### config.mk
export PLATFORM = sky130hd
export DESIGN_NAME = multi_axis_integrator
export DESIGN_NICKNAME = d
export VERILOG_FILES = /design/src/rtl/multi_axis_integrator.sv
export SDC_FILE = /design/constraint.sdc
export NUM_CORES = 1
export LEC_CHECK = 0
export BUFFER_PORTS_ARGS = -buffer_cell sky130_fd_sc_hd__buf_2
export CAP_MARGIN = 30
export CORE_MARGIN = 1
export CORE_UTILIZATION = 25
export DETAILED_ROUTE_END_ITERATION = 16
export PLACE_DENSITY = 0.44
export SYNTH_ARGS = -nofsm -noshare
export SYNTH_HDL_FRONTEND = slang
export SYNTH_SLANG_ARGS = --single-unit
### constraint.sdc
create_clock -name clk -period 33.5 [get_ports clk]
set_clock_uncertainty 0.15 [all_clocks]
set_input_delay 6.7 -clock clk [delete_from_list [all_inputs] [get_ports clk]]
set_output_delay 6.7 -clock clk [all_outputs]
set_load 0.02 [all_outputs]
### src/rtl/multi_axis_integrator.sv
// -----------------------------------------------------------------------------
// multi_axis_integrator
//
// Multi-channel gyro angle integrator with optional accelerometer drift fusion.
// A single multiplier/adder datapath is shared across channels: after a sample
// is accepted, one channel is updated per clock, then all angles are published
// together with a one-cycle ang_vld strobe.
//
// Handshake: vld is a single-cycle strobe with no ready. A vld seen while the
// FSM is IDLE is accepted on that edge (rt/acc captured). A vld seen in any
// other state is dropped and sets the sticky ovr flag. busy is high while a
// sample is being processed (RUN and DONE), i.e. exactly when vld would be
// dropped.
//
// Ports:
//   clk        clock
//   rst        asynchronous active-high reset
//   vld        sample strobe
//   rt         packed gyro rates, channel k at [k*DW +: DW]
//   acc        packed accel readings, same packing
//   fusion_en  enable accel fusion (sampled as each channel is processed)
//   clr        synchronous clear, highest priority
//   ang        packed angles (integrator >> SHIFT), registered
//   ang_vld    one-cycle pulse when ang is updated
//   busy       sample in progress
//   sat        sticky per-channel saturation flags
//   ovr        sticky overrun flag
//   state_dbg  current FSM state (0 IDLE, 1 RUN, 2 DONE)
// -----------------------------------------------------------------------------
module multi_axis_integrator #(
    parameter int              NCH         = 2,
    parameter int              DW          = 16,
    parameter int              IW          = 27,
    parameter int              SHIFT       = 11,
    parameter logic [DW-1:0]   RT_OFFSET   = 16'h0050,
    parameter logic [DW-1:0]   AZ_OFFSET   = 16'h00A0,
    parameter int              ACC_GAIN    = 327,
    parameter int              FUSION_STEP = 1024
) (
    input  logic                clk,
    input  logic                rst,
    input  logic                vld,
    input  logic [NCH*DW-1:0]   rt,
    input  logic [NCH*DW-1:0]   acc,
    input  logic                fusion_en,
    input  logic                clr,
    output logic [NCH*DW-1:0]   ang,
    output logic                ang_vld,
    output logic                busy,
    output logic [NCH-1:0]      sat,
    output logic                ovr,
    output logic [1:0]          state_dbg
);

    localparam logic [1:0] S_IDLE = 2'd0;
    localparam logic [1:0] S_RUN  = 2'd1;
    localparam logic [1:0] S_DONE = 2'd2;

    localparam int IDXW = (NCH > 1) ? $clog2(NCH) : 1;
    localparam logic [IDXW-1:0] LAST_IDX = IDXW'(NCH - 1);

    // Product width: DW-bit accel times a gain that fits comfortably in 16 bits.
    localparam int PW = DW + 16;

    // Signed DW range expressed at product width, for clamping acc_ang.
    localparam logic signed [PW-1:0] AMAX = {{(PW-DW+1){1'b0}}, {(DW-1){1'b1}}};
    localparam logic signed [PW-1:0] AMIN = {{(PW-DW+1){1'b1}}, {(DW-1){1'b0}}};

    // Integrator range expressed at IW+1 bits (one guard bit).
    localparam logic signed [IW:0] IMAX = {2'b00, {(IW-1){1'b1}}};
    localparam logic signed [IW:0] IMIN = {2'b11, {(IW-1){1'b0}}};

    logic [1:0]             state_q, state_d;
    logic [IDXW-1:0]        idx_q, idx_d;
    logic [NCH*DW-1:0]      rt_s_q;
    logic [NCH*DW-1:0]      acc_s_q;
    logic signed [IW-1:0]   int_q [NCH];
    logic [NCH*DW-1:0]      ang_q;
    logic                   ang_vld_q;
    logic [NCH-1:0]         sat_q;
    logic                   ovr_q;

    // Shared per-channel datapath signals
    logic signed [DW-1:0]   rt_c;
    logic signed [DW-1:0]   acc_c;
    logic signed [PW-1:0]   acc_w;
    logic signed [PW-1:0]   gain_w;
    logic signed [PW-1:0]   prod;
    logic signed [PW-1:0]   prod_sh;
    logic signed [DW-1:0]   acc_ang;
    logic signed [IW-1:0]   int_cur;
    logic signed [DW-1:0]   cur;
    logic signed [IW:0]     fus;
    logic signed [IW:0]     sum;
    logic signed [IW-1:0]   nxt_int;
    logic                   sat_hit;

    // ---------------------------------------------------------------- FSM
    always_comb begin
        state_d = state_q;
        idx_d   = idx_q;
        case (state_q)
            S_IDLE: begin
                if (vld) begin
                    state_d = S_RUN;
                    idx_d   = '0;
                end
            end
            S_RUN: begin
                if (idx_q == LAST_IDX) begin
                    state_d = S_DONE;
                end else begin
                    idx_d = idx_q + 1'b1;
                end
            end
            S_DONE:  state_d = S_IDLE;
            default: state_d = S_IDLE;
        endcase
    end

    // ---------------------------------------------------------------- datapath
    always_comb begin
        rt_c    = rt_s_q[int'(idx_q)*DW +: DW] - RT_OFFSET;
        acc_c   = acc_s_q[int'(idx_q)*DW +: DW] - AZ_OFFSET;

        acc_w   = PW'(acc_c);
        gain_w  = PW'(ACC_GAIN);
        prod    = acc_w * gain_w;
        prod_sh = prod >>> 13;

        if (prod_sh > AMAX) begin
            acc_ang = AMAX[DW-1:0];
        end else if (prod_sh < AMIN) begin
            acc_ang = AMIN[DW-1:0];
        end else begin
            acc_ang = prod_sh[DW-1:0];
        end

        int_cur = int_q[idx_q];
        cur     = int_cur[IW-1:SHIFT];

        // Ties pull the integrator down, so equality yields -FUSION_STEP.
        if (!fusion_en) begin
            fus = '0;
        end else if (acc_ang > cur) begin
            fus = (IW+1)'(FUSION_STEP);
        end else begin
            fus = -((IW+1)'(FUSION_STEP));
        end

        // Gyro rate is subtracted: positive rate drives the angle negative.
        sum = (IW+1)'(int_cur) - (IW+1)'(rt_c) + fus;

        sat_hit = 1'b0;
        if (sum > IMAX) begin
            nxt_int = IMAX[IW-1:0];
            sat_hit = 1'b1;
        end else if (sum < IMIN) begin
            nxt_int = IMIN[IW-1:0];
            sat_hit = 1'b1;
        end else begin
            nxt_int = sum[IW-1:0];
        end
    end

    // ---------------------------------------------------------------- registers
    always_ff @(posedge clk or posedge rst) begin
        if (rst) begin
            state_q   <= S_IDLE;
            idx_q     <= '0;
            rt_s_q    <= '0;
            acc_s_q   <= '0;
            ang_q     <= '0;
            ang_vld_q <= 1'b0;
            sat_q     <= '0;
            ovr_q     <= 1'b0;
            for (int k = 0; k < NCH; k++) begin
                int_q[k] <= '0;
            end
        end else if (clr) begin
            // clr wins over vld and the FSM; a coincident vld is dropped.
            state_q   <= S_IDLE;
            idx_q     <= '0;
            rt_s_q    <= '0;
            acc_s_q   <= '0;
            ang_q     <= '0;
            ang_vld_q <= 1'b0;
            sat_q     <= '0;
            ovr_q     <= 1'b0;
            for (int k = 0; k < NCH; k++) begin
                int_q[k] <= '0;
            end
        end else begin
            state_q   <= state_d;
            idx_q     <= idx_d;
            ang_vld_q <= 1'b0;

            if (state_q == S_IDLE && vld) begin
                rt_s_q  <= rt;
                acc_s_q <= acc;
            end

            if (state_q != S_IDLE && vld) begin
                ovr_q <= 1'b1;
            end

            if (state_q == S_RUN) begin
                int_q[idx_q] <= nxt_int;
                if (sat_hit) begin
                    sat_q[idx_q] <= 1'b1;
                end
            end

            // All channels are published in the same cycle so ang is coherent.
            if (state_q == S_DONE) begin
                for (int k = 0; k < NCH; k++) begin
                    ang_q[k*DW +: DW] <= int_q[k][IW-1:SHIFT];
                end
                ang_vld_q <= 1'b1;
            end
        end
    end

    assign ang       = ang_q;
    assign ang_vld   = ang_vld_q;
    assign busy      = (state_q != S_IDLE);
    assign sat       = sat_q;
    assign ovr       = ovr_q;
    assign state_dbg = state_q;

endmodule

==> run summary <==
Via count: 8,679
Syn nets: 1,351
Slew HR: 0.354
Worst R2R Setup Slack: 21.36 ns
Pins Over Slew Limit: 0
Crit path max fanout: 51
Mapped cell area: 0.0118 sq mm
Antenna violations before repair: 0
Failing checks: design-rule violations
PortBufs: 107
Die ar.: 0.0482 sq mm
Cells after Synth: 1,094
Commonest non-fill, non-tap cell in the layout: dfrtp_1
Clk_lat worst skew: 0.47 ns
Layout area overhead: 15.9%
Top FF cell, synth: dfrtp_1
Synth top area share: 0.332
Worst-Margin Slew: 0.963 ns
Worst Hold End: ovr
CTS Hold Bufs: 0
Crit path DAT: 12.39 ns
Postcts setup bufs: 0
Async set-reset flop share out of synthesis: 1.00
H-tree depth: 4
First-pass GRT wire length: 51,800 um
Most numerous cell on the critical path: ha_1
Worst path required time: 33.75 ns
# IOs: 108
Placer Congestion: 0.814
Max-Cap Viols: 0
Grt total ovfl: 0
Drt first pass iters: 10
Via/cell ratio: 4.80
Ys Warns: 0
R2R depth: 40
Synthesized flop and latch total: 157
Hold/Removal Path Class: reg -> reg
Die Height: 220 um
# diodes: 0
Number of global-route vias before repair: 8,958
Worst hold stages: 2
Setup crit end kind: flop
Worst-path clk slew: 0.06 ns
Detail Route Antenna Nets: 0
Final setup fails: 0
Drt drc: 4
Initial Util: 0.254
Post-synth cell types: 67
Core area: 0.0467 sq mm
Setup TNS: 0 ns
Post-synth EDFFs: 0
Worst hold start: ovr
Avg Inst Size Synth: 10.8 sq um
Crit path launch type: flop
Post-route clock period utilization: 0.362
Most frequent cells in the layout: dfrtp_1 (156), ha_1 (129), inv_1 (124), buf_2 (107), a22o_1 (99)
Largest stage delay, worst path: 0.69 ns
Worst path slowest cell: a32o_1
Area contributors post-synth: dfrtp_1 (33%), ha_1 (14%), fa_1 (10%)
Nets: 1,449
Largest net degree at the start of global routing: 94
Inserted Clock Buffers: 17
Share of layout cells above drive strength 1: 0.180
Row cnt: 79
Detailed-route wire length per cell: 17.6 um
Final-report hold violation count: 0
Peak Freq: 82.4 MHz
Number of gates resized after cts: 0
Max Root-Sink Buffers: 2
RSZ-0062 raised after global routing: no
Worst R2R End: int_q[23]
CTS sink count: 157
Part of the Yosys area used for sequential elements: 0.332
Gr usage total: 0.140
Placed inst area: 0.0131 sq mm
Kind of critical path: reg -> reg
Critical path launch point: idx_q
Reg2reg start: idx_q
Outcome: finished, violations left
Dpl hpwl: 24,300 um
Initial DRC Count: 489
Min Tclk post-route: 12.14 ns
Final Routed Wirelength: 31,900 um
CTS root buf: clkbuf_16
CTS tree: done
Area leader, netlist: dfrtp_1
Design area: 0.0137 sq mm
Die width: 220 um
-- kinds of logic (layout without fill, tap and decap cells) --
group,after synthesis,in the layout,synth area share
compound gates,307,307,0.212
xor+xnor,59,59,0.0448
fa+ha+maj,188,188,0.236
buf+inv,169,278,0.0575
flops,157,157,0.332
mux,60,60,0.0524
simple gates,154,154,0.0657
-- worst max-delay path by stage --
stage	to	slack (ns)	cells past startpoint
after global routing	int_q[11]	20.48	39
final	int_q[23]	21.36	40
after floorplan	int_q[10]	21.77	40
after CTS	int_q[23]	21.35	37
after detailed placement	int_q[12]	21.39	36
after global placement	int_q[21]	21.64	36
-- registers in the layout (all words and copies together) (netlist names) --
signal     flops
ang_vld        1
acc_s_q       32
idx_q          1
rt_s_q        32
state_dbg      2
sat            2
ovr            1
ang           32
int_q         54
-- cells in the mapped netlist, drive strengths merged (5+ instances only) --
master  instances
nand4          11
a21oi          56
a32oi           5
or3             5
buf            18
a221o          49
o21ai          28
o211ai          6
o21bai          5
nand3           5
xnor2          40
a211oi          9
nor3b           6
nor2b           6
ha            129
a22o           99
nor2           50
inv           125
clkbuf         26
and3            7
nor3           27
nand2          26
dfrtp         157
o21a            5
a21o           18
fa             59
mux2           16
xor2           18
mux2i          44
-- stage by stage --
| stage | setup slack, ns | hold slack (ns) | instances | util |
|---|---|---|---|---|
| after floorplan | 21.77 | 0.317 | 1094 | - |
| after global placement | 21.64 | 0.328 | 1778 | 0.280 |
| after detailed placement | 21.39 | 0.332 | 1779 | 0.280 |
| after CTS | 21.35 | 0.347 | 1809 | 0.294 |
| after global routing | 20.48 | 0.364 | 1810 | 0.294 |
| final | 21.36 | 0.340 | 1810 | 0.294 |
-- per-layer routing --
| metal | wire [um] | track usage |
|---|---|---|
| met3 | 910 | 0.0237 |
| met2 | 13800 | 0.206 |
| met4 | 598 | 0.0494 |
| met1 | 16600 | 0.203 |
| met5 | 0 | 0 |
-- worst max-delay path: cells and delay by family (launching register included) --
family          cells  cell delay (ns)
compound gates     16             4.14
buf+inv             5             1.24
flops               1             0.41
simple gates        6             0.99
fa+ha+maj          10             3.92
mux                 1             0.35
xor+xnor            2             0.84
-- final cells by class --
cell class / count / area [sq um]
fill: 4826 / 32900
multi-input combinational: 768 / 7260
sequential: 157 / 3930
tap: 607 / 759
timing repair buffer: 123 / 676
clock buffer: 23 / 488
inverter: 125 / 474
clock inverter: 7 / 135
Power is left out: the tool's default activity adds up to more than one toggle a clock period on the data nets, which glitch-free logic cannot reach.
